==> src/rtl/multicore_pkg.sv <==
// Shared fetch types and constants: instruction width, fetch FIFO entry layout
// and the fetch FSM state encoding.
package multicore_pkg;

   localparam int INST_SIZE       = 32;
   localparam int INST_BYTES      = INST_SIZE / 8;
   localparam int FETCH_ADDR_SIZE = 32;

   typedef struct packed {
      logic [FETCH_ADDR_SIZE-1:0] pc;
      logic [INST_SIZE-1:0]       instr;
   } fetch_entry_t;

   typedef enum logic {
      RUN   = 1'b0,
      STALL = 1'b1
   } fetch_state_t;

endpackage

==> src/rtl/fetch_fifo.sv <==
// Small circular FIFO between fetch and decode. Flush wins over push/pop;
// the head entry is read straight out of the storage registers.
module fetch_fifo #(
   parameter int  DEPTH   = 2,
   parameter type entry_t = logic [63:0],
   localparam int CNT_W   = $clog2(DEPTH + 1),
   localparam int PTR_W   = (DEPTH > 1) ? $clog2(DEPTH) : 1
) (
   input  logic             i_clk,
   input  logic             i_areset_n,
   input  logic             push,
   input  logic             pop,
   input  logic             flush,
   input  entry_t           din,
   output entry_t           dout,
   output logic [CNT_W-1:0] count,
   output logic             empty,
   output logic             full
);

   entry_t           mem [DEPTH];
   logic [PTR_W-1:0] rd_ptr;
   logic [PTR_W-1:0] wr_ptr;

   // DEPTH is a power of two, so pointer wrap is the natural overflow
   always_ff @(posedge i_clk or negedge i_areset_n) begin
      if (!i_areset_n) begin
         rd_ptr <= '0;
         wr_ptr <= '0;
         count  <= '0;
         for (int i = 0; i < DEPTH; i++) mem[i] <= '0;
      end else if (flush) begin
         rd_ptr <= '0;
         wr_ptr <= '0;
         count  <= '0;
      end else begin
         if (push) begin
            mem[wr_ptr] <= din;
            wr_ptr      <= wr_ptr + PTR_W'(1);
         end
         if (pop) rd_ptr <= rd_ptr + PTR_W'(1);
         count <= count + CNT_W'(push) - CNT_W'(pop);
      end
   end

   assign dout  = mem[rd_ptr];
   assign empty = (count == '0);
   assign full  = (count == CNT_W'(DEPTH));

endmodule

==> src/rtl/instr_fetch.sv <==
// Fetch stage: owns the PC, holds o_req/o_addr steady until the cache hits,
// and queues hits toward decode. Optional counters under IFETCH_PERF_CNT_EN.
module instr_fetch
   import multicore_pkg::*;
#(
   parameter int                    ADDR_SIZE  = 32,
   parameter logic [ADDR_SIZE-1:0]  RESET_PC   = ADDR_SIZE'(32'h0000_0000),
   parameter int                    FIFO_DEPTH = 2
) (
   input  logic                 i_clk,
   input  logic                 i_areset_n,
   output logic                 o_req,
   output logic [ADDR_SIZE-1:0] o_addr,
   input  logic                 i_instr_valid,
   input  logic [INST_SIZE-1:0] i_instruction,
   input  logic                 i_redirect,
   input  logic [ADDR_SIZE-1:0] i_redirect_pc,
   output logic                 o_valid,
   output logic [INST_SIZE-1:0] o_instr,
   output logic [ADDR_SIZE-1:0] o_pc,
   input  logic                 i_ready,
`ifdef IFETCH_PERF_CNT_EN
   output logic [31:0]          o_fetch_cnt,
   output logic [31:0]          o_wait_cnt,
`endif
   output fetch_state_t         o_dbg_state
);

   // Handshakes: o_req/o_addr are held constant until i_instr_valid is seen;
   // decode takes the head on a cycle where o_valid && i_ready.
   localparam int CNT_W = $clog2(FIFO_DEPTH + 1);
   localparam logic [ADDR_SIZE-1:0] ALIGN_MASK = {{(ADDR_SIZE-2){1'b1}}, 2'b00};

   typedef struct packed {
      logic [ADDR_SIZE-1:0] pc;
      logic [INST_SIZE-1:0] instr;
   } entry_t;

   fetch_state_t         state_q, state_d;
   logic [ADDR_SIZE-1:0] pc_q, pc_d;
   logic                 pend_q, pend_d;
   logic [ADDR_SIZE-1:0] pend_pc_q, pend_pc_d;
   logic                 fifo_push, fifo_pop, fifo_empty, fifo_full;
   logic [CNT_W-1:0]     fifo_count, count_after;
   entry_t               fifo_din, fifo_dout;
   logic [ADDR_SIZE-1:0] redirect_tgt;

   assign redirect_tgt = i_redirect_pc & ALIGN_MASK;
   assign fifo_push    = (state_q == RUN) && i_instr_valid && !i_redirect && !pend_q;
   assign fifo_pop     = !fifo_empty && i_ready && !i_redirect;
   assign count_after  = i_redirect ? '0
                       : fifo_count + CNT_W'(fifo_push) - CNT_W'(fifo_pop);
   assign fifo_din     = '{pc: pc_q, instr: i_instruction};

   always_comb begin
      state_d   = state_q;
      pc_d      = pc_q;
      pend_d    = pend_q;
      pend_pc_d = pend_pc_q;
      unique case (state_q)
         RUN: begin
            if (i_instr_valid) begin
               pend_d = 1'b0;
               if (i_redirect)  pc_d = redirect_tgt;
               else if (pend_q) pc_d = pend_pc_q;
               else             pc_d = pc_q + ADDR_SIZE'(INST_BYTES);
            end else if (i_redirect) begin
               // Access in flight: defer the jump until the cache answers
               pend_d    = 1'b1;
               pend_pc_d = redirect_tgt;
            end
            if (count_after == CNT_W'(FIFO_DEPTH)) state_d = STALL;
         end
         STALL: begin
            if (i_redirect) begin
               pc_d    = redirect_tgt;
               pend_d  = 1'b0;
               state_d = RUN;
            end else if (!fifo_full || fifo_pop) begin
               state_d = RUN;
            end
         end
         default: state_d = RUN;
      endcase
   end

   always_ff @(posedge i_clk or negedge i_areset_n) begin
      if (!i_areset_n) begin
         state_q   <= RUN;
         pc_q      <= RESET_PC & ALIGN_MASK;
         pend_q    <= 1'b0;
         pend_pc_q <= '0;
      end else begin
         state_q   <= state_d;
         pc_q      <= pc_d;
         pend_q    <= pend_d;
         pend_pc_q <= pend_pc_d;
      end
   end

   // In STALL the request re-arms in the pop cycle, before the state flips
   assign o_req       = (state_q == RUN) || fifo_pop;
   assign o_addr      = pc_q;
   assign o_valid     = !fifo_empty;
   assign o_instr     = fifo_dout.instr;
   assign o_pc        = fifo_dout.pc;
   assign o_dbg_state = state_q;

   fetch_fifo #(
      .DEPTH   (FIFO_DEPTH),
      .entry_t (entry_t)
   ) u_fifo (
      .i_clk      (i_clk),
      .i_areset_n (i_areset_n),
      .push       (fifo_push),
      .pop        (fifo_pop),
      .flush      (i_redirect),
      .din        (fifo_din),
      .dout       (fifo_dout),
      .count      (fifo_count),
      .empty      (fifo_empty),
      .full       (fifo_full)
   );

`ifdef IFETCH_PERF_CNT_EN
   logic first_q;

   // first_q marks the opening cycle of an access, which is not a wait cycle
   always_ff @(posedge i_clk or negedge i_areset_n) begin
      if (!i_areset_n) begin
         first_q     <= 1'b1;
         o_fetch_cnt <= '0;
         o_wait_cnt  <= '0;
      end else begin
         first_q <= (state_q == STALL) || i_instr_valid;
         if (fifo_push && (o_fetch_cnt != '1))
            o_fetch_cnt <= o_fetch_cnt + 32'd1;
         if ((state_q == RUN) && !i_instr_valid && !first_q && (o_wait_cnt != '1))
            o_wait_cnt <= o_wait_cnt + 32'd1;
      end
   end
`endif

endmodule

==> config.mk <==
export PLATFORM = sky130hd
export DESIGN_NAME = instr_fetch
export DESIGN_NICKNAME = d
export VERILOG_FILES = /design/src/rtl/multicore_pkg.sv /design/src/rtl/fetch_fifo.sv /design/src/rtl/instr_fetch.sv
export SDC_FILE = /design/constraint.sdc
export NUM_CORES = 1
export LEC_CHECK = 0
export BUFFER_PORTS_ARGS = -buffer_cell sky130_fd_sc_hd__buf_2
export CORE_MARGIN = 2
export CORE_UTILIZATION = 39
export DETAILED_ROUTE_END_ITERATION = 8
export PLACE_DENSITY = 0.72
export SLEW_MARGIN = 20
export SYNTH_ARGS = -nofsm -noshare
export SYNTH_HDL_FRONTEND = slang
export SYNTH_SLANG_ARGS = --single-unit
==> constraint.sdc <==
create_clock -name i_clk -period 3.05 [get_ports i_clk]
set_input_delay 0.915 -clock i_clk [delete_from_list [all_inputs] [get_ports i_clk]]
set_output_delay 0.915 -clock i_clk [all_outputs]
set_load 0.05 [all_outputs]
* After elaboration in Yosys (flattened, before gate mapping) *
Cells that the tools add are included.

word-level totals
  bits in registers = 196
  latch bits = 0
  RAM bits = 0
  ROM bits = 0
  input bits = 69
  output and inout port bits = 99
  memories = 0

cells by class
  $add $sub $neg = 5
  multipliers = 0
  div/mod/pow operators = 0
  order comparisons = 3
  equality and inequality tests = 5
  shifts and indexed selects = 0
  mux-type cells = 24
  bitwise gates (word level) = 5
  reductions and logical operators = 19

operator list
  operator                 number
  $mux W64                 4
  $bwmux W128              1
  $mux W32                 4
  $demux W64 S1            1
  $pmux W32 S2             1
  $add A32 B3 Y32 const B  1
  $mux W1                  10
  $logic_and A1 B1 Y1      6
  $reduce_and A2 Y1        3
  $eq A2 B2 Y1 const B     2
  $ge A2 B2 Y1 const B     2
  $logic_not A1 Y1         4
  $ne A2 B2 Y1 const B     2
  $not A1 Y2               2
  $pmux W1 S2              2
  $reduce_bool A2 Y1       2
  $ne A3 B3 Y1 const B     1
  $not A1 Y1               3
  $reduce_and A3 Y1        1
  $add A1 B1 Y1 const B    2
  $add A2 B1 Y2            1
  $logic_not A2 Y1         1
  $logic_or A1 B1 Y1       2
  $lt A2 B1 Y1 const B     1
  other kinds (2)          2

* Longest topological paths before layout *
Gate-level depths: netlist of run 1.

  word-level depth = 10
  mapped depth = 9
  mapped depth without buffers = 8

* Hierarchy *
A second synthesis of run 1 with hierarchy kept.

second synthesis, totals
  cells, all modules = 709
  area total of the unflattened synthesis = 9507.9 µm²

modules (own cells, without submodules)
  module       instances  cells each  area an instance (µm²)  seq. area each (µm²)
  fetch_fifo   1          360         6058.3                  3303.2
  instr_fetch  1          349         3449.6                  1551.5

* Least setup slack after synthesis of run 1 *
No wires, ideal clock.

  path kind = input to output
  from = input port i_redirect
  to = output port o_req
  arrival time = 2.564 ns
  slack = -0.429 ns
  stages = 4
  cells stage by stage = clkbuf_1 clkbuf_1 clkbuf_1 o21ai_0

on the way
  cells in the longest elaborated chain, start to end = 3

ends and longest elaborated chain
  element              line                RTL
  start: declaration   instr_fetch.sv:16   input logic i_redirect,
  $logic_not A1 Y1     instr_fetch.sv:50   assign fifo_pop = !fifo_empty && i_ready && !i_redirect;
  $logic_and A1 B1 Y1  instr_fetch.sv:50
  $logic_or A1 B1 Y1   instr_fetch.sv:102  assign o_req = (state_q == RUN) || fifo_pop;
  end: declaration     instr_fetch.sv:12   output logic o_req,

Every way passes these cells.

* Worst setup path after layout of run 1 *
  from = register u_fifo.rd_ptr
  to = output port o_instr[18]

on the way
  cells in the longest elaborated chain, start to end = 4

ends and longest elaborated chain
  element                                       line               RTL
  start: declaration                            fetch_fifo.sv:22   logic [PTR_W-1:0] rd_ptr;
  start signal: assignment                      fetch_fifo.sv:41   if (pop) rd_ptr <= rd_ptr + PTR_W'(1);
  $not A1 Y2 (implied by the code)              fetch_fifo.sv:46   assign dout = mem[rd_ptr];
  $mux W64 (implied by the code) (3 in series)  fetch_fifo.sv:46
  end: declaration                              instr_fetch.sv:19  output logic [INST_SIZE-1:0] o_instr,

Every way passes these cells. The select of a mux whose other input is x is not followed.

==> results.toml, run 1 <==
[outcome]
outcome = "finished clean"

[finish]
nFillCells = 2028
fin_area_sq_um = 10770
nNetsFinal = 933
postLayoutCoreUtil_pct = 47.69
drive_gt1_share_pct = 51.37
area_growth_pct = 20.39

[cts]
clkSlewWorstSetupHoldPaths_ns = 0.07
tritoncts = "built"
clkLatencyLatePin_ns = 0.43
cts-hold-fix-buffers = 0
ctsResizeCount = 0
cts.sinks = 190
cts_buffers = 17
cts_buffer_depth = 2
cts_root_buffer = "clkbuf_16"
cts_htree_levels = 4
postCtsSetupBuffers = 0

[sta]
tns_ns = 0
setup_viol = 0
rsz0062_at_grt = "false"
max_freq_ghz = 0.3503
worst_pin_slew_ns = 1.011
fin_crit_ns = 2.855
skew_ns = 0.01217
fin_hold_ws_ns = 0.4241
max-slew-margin-rel_pct = 30.70
drv_slew = 0
finalHoldViolCount = 0
fin_crit_sh_pct = 93.59

[floorplan]
ios = 168
design.core.area_sq_um = 22570
die_height_um = 155.4
start_util_pct = 39.62
die-area_sq_um = 24160
rows = 55
die-width_um = 155.4

[placement]
portBuffers = 161
dp_hpwl_mm = 14.57
placed_area_sq_um = 10190
gp_congestion = 0.8391

[power_and_ir_drop]
ir_drop_mv = 0.4496
p_leak_nw = 4.839
p_per_area_nw_per_um2 = 1020
p_total_w = 0.01098

[setup_path]
r2r-end = "o_addr[22]"
ff2ff_setup_slack_ns = 0.74
r2r_cells = 7
crit_arrival_ns = 1.94
crit_required_ns = 2.13
crit_type = "flop to output port"
r2r_start = "o_addr[3]"
critPathCaptureType = "output port"
critPathMaxFanout = 57
start_kind = "flop"

[route]
firstDrtPassIters = 5
wl_mm = 21.24
route.detailed.drc = 0
postRouteAntennaNets = 0
drt_iter0_markers = 360
avgViaCountPerCell = 5.337
vias = 6191
avgRoutedWirePerCell_um = 18.31

[synthesis]
synth_top_area_share_pct = 53.17
synth_cell_types = 51
ys_top_cells_by_area = "dfrtp_1, mux2_2, xor2_1"
ys_seq_area_share_pct = 53.17
async_flop_share_pct = 100.0
synthTopCellsByCount = "mux2_2, dfrtp_1, nor2_1"
synth-edff-count = 0
netlist_area_sq_um = 8942
yosysWarnings = 0
ys_seq_elements = 190
syn_avg_cell_area_sq_um = 12.79
synth_top_area_cell = "dfrtp_1"
yosysMostFrequentCell = "mux2_2"
synth_top_flop_cell = "dfrtp_1"
netlist_instances = 699

[hold_path]
hold_class = "input pin to asynchronous set/reset pin"

[global_routing]
grt_pass1_vias = 6213
grt_usage_pct = 17.69
gr-total-overflow = 0
grt_antenna_before_repair = 2
grt_start_max_net_pins = 58
grt_pass1_wl_mm = 33.54

[run]
maxCapViolCount = 0
## sequential cells by signal (all words and copies together), names as in the netlist
name	flops
u_fifo.mem	124
o_dbg_state	1
o_addr	30
pend_pc_q	30
u_fifo.rd_ptr	1
pend_q	1
u_fifo.wr_ptr	1
u_fifo.count	2
## cell type report
cell class	instances	area [sq um]	share of cell area [%]
tap	285	356.6	3.312
timing repair buffer	185	1070	9.937
multi-input combinational	456	3973	36.90
sequential	190	4756	44.18
antenna	1	2.502	0.02325
clock buffer	21	460.4	4.277
clock inverter	11	106.4	0.9879
inverter	11	41.29	0.3835
## through the flow
stage                     worst slack (ns)  std cells
after detailed placement            0.2985       1127
final                               0.1954       1160
after global placement              0.3497       1127
after floorplan                     0.1963        702
after global routing                0.1108       1160
after CTS                           0.1662       1159
## worst max-delay path: stages, from the launching register on
cell and delay [ns]:
dfrtp_2 0.50, buf_12 0.36, mux2_2 0.39, buf_2 0.22
## cell usage in the layout, fill, tap and decap left out, drive strengths merged, types with 2 or more instances in the layout
cell,instances
a211oi,5
a21oi,13
a221o,3
a221oi,10
a22oi,3
a31oi,5
and2,3
and3,14
and4,2
buf,184
clkbuf,22
clkinv,7
conb,4
dfrtp,190
ha,3
inv,14
mux2,218
mux2i,4
nand2,22
nand2b,2
nand3,13
nand3b,2
nand4,12
nor2,35
nor3,5
nor4,6
o21ai,28
o22ai,8
xnor2,11
xor2,15
## cells by family after synthesis
logic type	count (synthesis)	synth area share, %
muxes	222	27.90
DFF	190	53.17
and+or+nand+nor	120	7.304
AOI/OAI and AO/OA	81	5.849
buffers and inverters	56	2.770
xor gates and xnor gates	26	2.547
adders and majority gates	3	0.4198
other	1	0.04194
## worst max-delay path by stage
stage,slack [ns],startpoint,cells past startpoint,to
finish,0.20,u_fifo.rd_ptr,3,o_instr[18]
CTS,0.17,u_fifo.rd_ptr,3,o_instr[31]
global placement,0.35,i_instr_valid,5,o_addr[27]
global route,0.11,u_fifo.rd_ptr,3,o_pc[18]
detailed placement,0.30,i_instr_valid,5,o_addr[16]
floorplan,0.20,i_redirect,4,o_req
## report_power, final
group	leakage [nW]	internal [W]	total (W)	switching (W)
Sequential	2.29	0.00348	0.00414	0.000662
Combinational	2.27	0.00166	0.00468	0.00302
Clock	0.282	0.00118	0.00216	0.000975
## layer usage
layer | global-route usage, % | vias up | share of wire (%)
met1 | 24.07 | 3130 | 46
met4 | 4.718 | 2 | 1.2
met3 | 4.150 | 26 | 5.6
met5 | 0 | - | 0.033
li1 | - | 2856 | -
met2 | 28.55 | 177 | 47
No activity file was read; power rests on OpenSTA's default activity.
==> run 2, diff against run 1 <==
--- a/config.mk
+++ b/config.mk
@@ -5,11 +5,11 @@
 export SDC_FILE = /design/constraint.sdc
 export NUM_CORES = 1
 export LEC_CHECK = 0
-export BUFFER_PORTS_ARGS = -buffer_cell sky130_fd_sc_hd__buf_2
 export CORE_MARGIN = 2
 export CORE_UTILIZATION = 39
 export DETAILED_ROUTE_END_ITERATION = 8
-export PLACE_DENSITY = 0.72
+export DONT_BUFFER_PORTS = 1
+export PLACE_DENSITY = 0.65
 export SLEW_MARGIN = 20
 export SYNTH_ARGS = -nofsm -noshare
 export SYNTH_HDL_FRONTEND = slang
==> results.toml, run 2 (synthesis results as in run 1) <==
[floorplan]
rows = 55
die-area_sq_um = 24160
die-width_um = 155.4
design.core.area_sq_um = 22570
start_util_pct = 39.62
ios = 168
die_height_um = 155.4

[finish]
final_common_cell = "mux2_2"
nNetsFinal = 787
area_growth_pct = 12.03
n_antenna_cell = 0
largest_reg_flops = 124
largest_register = "u_fifo.mem"
final-instance-count-excl-fill = 1011
layout_common_cells = "mux2_2, dfrtp_1, nor2_1, buf_4, o21ai_0"
drive_gt1_share_pct = 41.05

[setup_path]
path_cells = "buf_12 -> mux2_2"
r2r_cells = 6
critical_path.max_stage_delay_ns = 0.63
ff2ff_setup_slack_ns = 0.89
critPathCaptureType = "output port"
crit_type = "flop to output port"
r2r_start = "o_addr[9]"
critical-path-slowest-cell = "dfrtp_4"
crit_required_ns = 2.13
critPathBufInv = 1
critPathMaxFanout = 29
critical_path.top_delay_family = "flip-flops"
r2r-end = "o_addr[22]"
start_kind = "flop"
crit_arrival_ns = 1.85

[cts]
cts-hold-fix-buffers = 0
cts_htree_levels = 4
clkLatencyLatePin_ns = 0.43
cts_buffers = 17
ctsResizeCount = 0
cts_root_buffer = "clkbuf_16"
tritoncts = "built"
cts_buffer_depth = 2
postCtsSetupBuffers = 0
clkSlewWorstSetupHoldPaths_ns = 0.07
cts.sinks = 190

[global_routing]
grt_antenna_before_repair = 0
gr-total-overflow = 0
grt_pass1_wl_mm = 32.61
grt_usage_pct = 17.43
grt_start_max_net_pins = 191
grt_pass1_vias = 5719

[sta]
skew_ns = 0.009704
finalHoldViolCount = 0
max-slew-margin-rel_pct = 52.76
rsz0062_at_grt = "false"
max_freq_ghz = 0.3619
fin_crit_sh_pct = 90.60
drv_slew = 0
fin_crit_ns = 2.763
worst_pin_slew_ns = 0.7086
tns_ns = 0
setup_viol = 0

[placement]
dp_hpwl_mm = 13.70
dpl.cell_count = 981
portBuffers = 0
gp_congestion = 0.7683

[route]
vias = 5641
route.detailed.drc = 0
avgRoutedWirePerCell_um = 20.57
postRouteAntennaNets = 0
avgViaCountPerCell = 5.580
firstDrtPassIters = 5
drt_iter0_markers = 308
wl_mm = 20.79

[outcome]
outcome = "finished clean"

[power_and_ir_drop]
ir_drop_mv = 0.4179
p_leak_nw = 4.228
p_per_area_nw_per_um2 = 1049

[run]
maxCapViolCount = 0

[hold_path]
hold_class = "input pin to asynchronous set/reset pin"
[run 2: cell count changes in the layout (fill, tap and decap cells not counted), moves of 2 or more]
cell and delta:
buf_2 -160, buf_4 +16, clkinv_4 -3, clkbuf_1 +2, clkbuf_8 -2, clkinv_2 -2, clkinvlp_4 +2
[run 2: worst max path at each step]
stage	from	to	slack (ns)	cells after the start
detailed placement	i_instr_valid	u_fifo.mem[43]	0.61	6
floorplan	i_redirect	o_req	0.20	4
global placement	i_instr_valid	u_fifo.mem[26]	0.63	6
CTS	u_fifo.rd_ptr	o_pc[19]	0.26	2
finish	u_fifo.rd_ptr	o_instr[20]	0.29	2
global route	u_fifo.rd_ptr	o_pc[19]	0.23	2
[run 2: cell type report]
type	instances	area, sq um
clock buffers	22	454.2
clock inverters	8	85.08
fillers	2075	12550
inverters	11	41.29
multi-input cells	456	3968
flip-flops and latches	190	4758
well taps	285	356.6
repair buffers	39	355.3
[run 2: through the flow]
step           worst slack (ns)  total power, W  hold slack, ns  area (sq um)  utilization (%)
6_report                 0.2868         0.01051          0.1841         10020            44.38
5_1_grt                  0.2308         0.01104          0.1536         10020            44.38
4_1_cts                  0.2597         0.01063          0.1650         10020            44.38
3_5_place_dp             0.6057        0.008486          0.4869          9479            42.00
3_3_place_gp             0.6327        0.008385          0.4808          9479            42.00
2_1_floorplan            0.1963        0.007764          0.4733          8957                -
[run 2: layer usage]
layer / vias up / global-route usage (%) / part of all wire [%]
met5: - / 0 / 0
met1: 2874 / 23.10 / 45
met4: 0 / 6.073 / 2.0
met2: 180 / 27.05 / 45
li1: 2562 / - / -
met3: 25 / 5.515 / 7.3
[run 2: power breakdown]
| group | internal (W) | switching [W] | total [W] |
|---|---|---|---|
| clock network | 0.00115 | 0.000954 | 0.00210 |
| logic | 0.00141 | 0.00290 | 0.00431 |
| registers | 0.00348 | 0.000624 | 0.00410 |
| total | 0.00603 | 0.00448 | 0.0105 |
==> run 3, diff against run 2 <==
--- a/config.mk
+++ b/config.mk
@@ -5,11 +5,13 @@
 export SDC_FILE = /design/constraint.sdc
 export NUM_CORES = 1
 export LEC_CHECK = 0
+export CELL_PAD_IN_SITES_DETAIL_PLACEMENT = 1
+export CELL_PAD_IN_SITES_GLOBAL_PLACEMENT = 2
 export CORE_MARGIN = 2
 export CORE_UTILIZATION = 39
 export DETAILED_ROUTE_END_ITERATION = 8
 export DONT_BUFFER_PORTS = 1
-export PLACE_DENSITY = 0.65
+export PLACE_DENSITY = 0.85
 export SLEW_MARGIN = 20
 export SYNTH_ARGS = -nofsm -noshare
 export SYNTH_HDL_FRONTEND = slang
==> constraint.sdc (replaced) <==
create_clock -name i_clk -period 3.5 [get_ports i_clk]
set_input_delay 1.05 -clock i_clk [delete_from_list [all_inputs] [get_ports i_clk]]
set_output_delay 1.05 -clock i_clk [all_outputs]
set_load 0.05 [all_outputs]
==> results.toml, run 3 (synthesis results as in run 1) <==
[floorplan]
die-area_sq_um = 24160
ios = 168
start_util_pct = 39.62
design.core.area_sq_um = 22570
die_height_um = 155.4
rows = 55
die-width_um = 155.4

[setup_path]
path_cells = "buf_4 -> mux2_2"
crit_required_ns = 2.45
crit_type = "flop to output port"
ff2ff_setup_slack_ns = 0.78
r2r-end = "o_addr[22]"
r2r_start = "o_addr[4]"
critical_path.max_stage_delay_ns = 0.81
start_kind = "flop"
critical-path-slowest-cell = "dfrtp_4"
critPathCaptureType = "output port"
r2r_cells = 5
crit_arrival_ns = 2.08
critPathLaunch = "u_fifo.rd_ptr"
critPathMaxFanout = 37

[cts]
clkLatencyLatePin_ns = 0.43
cts_htree_levels = 4
postCtsSetupBuffers = 0
tritoncts = "built"
cts.sinks = 190
cts_buffer_depth = 2
clkSlewWorstSetupHoldPaths_ns = 0.07
cts_root_buffer = "clkbuf_16"
ctsResizeCount = 0
cts_buffers = 17
cts-hold-fix-buffers = 0

[global_routing]
grt_pass1_wl_mm = 35.91
grt_start_max_net_pins = 191
grt_antenna_before_repair = 0
grt_pass1_vias = 6389
gr-total-overflow = 0
grt_usage_pct = 19.21

[sta]
finalHoldViolCount = 0
rsz0062_at_grt = "false"
fin_crit_ns = 3.127
worst_pin_slew_ns = 0.8052
fin_crit_sh_pct = 89.35
drv_slew = 0
skew_ns = 0.008070
tns_ns = 0
setup_viol = 0
max-slew-margin-rel_pct = 46.32
max_freq_ghz = 0.3198

[finish]
fin_area_sq_um = 9915
final-instance-count-excl-fill = 997
final_common_cell = "mux2_2"
n_antenna_cell = 0
postLayoutCoreUtil_pct = 43.92
layout_common_cells = "mux2_2, dfrtp_1, nor2_1"
nNetsFinal = 771
area_growth_pct = 10.87
largest_register = "u_fifo.mem"
drive_gt1_share_pct = 40.17
largest_reg_flops = 124

[placement]
dpl.cell_count = 965
placed_area_sq_um = 9318
portBuffers = 0
gp_congestion = 0.7620
dp_hpwl_mm = 14.96

[route]
avgViaCountPerCell = 5.718
postRouteAntennaNets = 0
firstDrtPassIters = 4
drt_iter0_markers = 254
vias = 5701
route.detailed.drc = 0
avgRoutedWirePerCell_um = 22.88
wl_mm = 22.81

[power_and_ir_drop]
p_per_area_nw_per_um2 = 940.3
ir_drop_mv = 0.3528
p_leak_nw = 4.170

[outcome]
outcome = "finished clean"

[hold_path]
hold_class = "input pin to asynchronous set/reset pin"

[run]
maxCapViolCount = 0
==> run 3: cell types whose count changed in the layout (fill, tap and decap cells not counted) <==
cell       delta
buf_12        -3
o21ai_0       +1
inv_8         +3
buf_4        -13
o21ai_2       -1
clkbuf_1      -3
clkinv_2      +1
bufinv_16     +1
==> run 3: power by group <==
group          switching, W  total, W  internal, W
registers          0.000842   0.00387      0.00303
logic               0.00230   0.00346      0.00116
clock network      0.000899   0.00199      0.00109
total               0.00404   0.00932      0.00528
==> run 3: layout make-up <==
cell class,count,area (sq um)
fillers,2339,12660
repair buffers,23,197.7
flip-flops and latches,190,4758
inverters,11,41.29
multi-input cells,456,3964
clock inverters,13,153.9
well taps,285,356.6
clock buffers,19,442.9
==> run 3: worst max path at each step <==
stage | endpoint | slack (ns)
floorplan | o_req | 0.13
global placement | u_fifo.mem[37] | 0.63
detailed placement | u_fifo.mem[45] | 0.56
CTS | o_instr[31] | 0.33
global route | o_instr[31] | 0.28
finish | o_instr[31] | 0.37
==> run 3: routing by layer <==
layer  GRT usage, %  part of all wire, %  up-vias
li1               -                    -     2526
met1          21.85                   41     2999
met2          33.25                   50      152
met3          6.992                  7.8       24
met4          6.903                  1.6        0
met5              0                    0        -
==> run 3: critical path, delay by kind of cell, from the launching register on <==
family / cells / cell delay (ns)
flip-flops: 1 / 0.81
multiplexers: 1 / 0.50
buffers and inverters: 1 / 0.32
==> run 3: stage by stage <==
stage,setup WS [ns],hold WS [ns],total power (W)
after CTS,0.3253,0.2906,0.009425
after detailed placement,0.5629,0.4873,0.007392
after floorplan,0.1328,0.4733,0.006765
final,0.3727,0.3177,0.009323
after global placement,0.6300,0.4809,0.007189
after global routing,0.2754,0.2774,0.009774
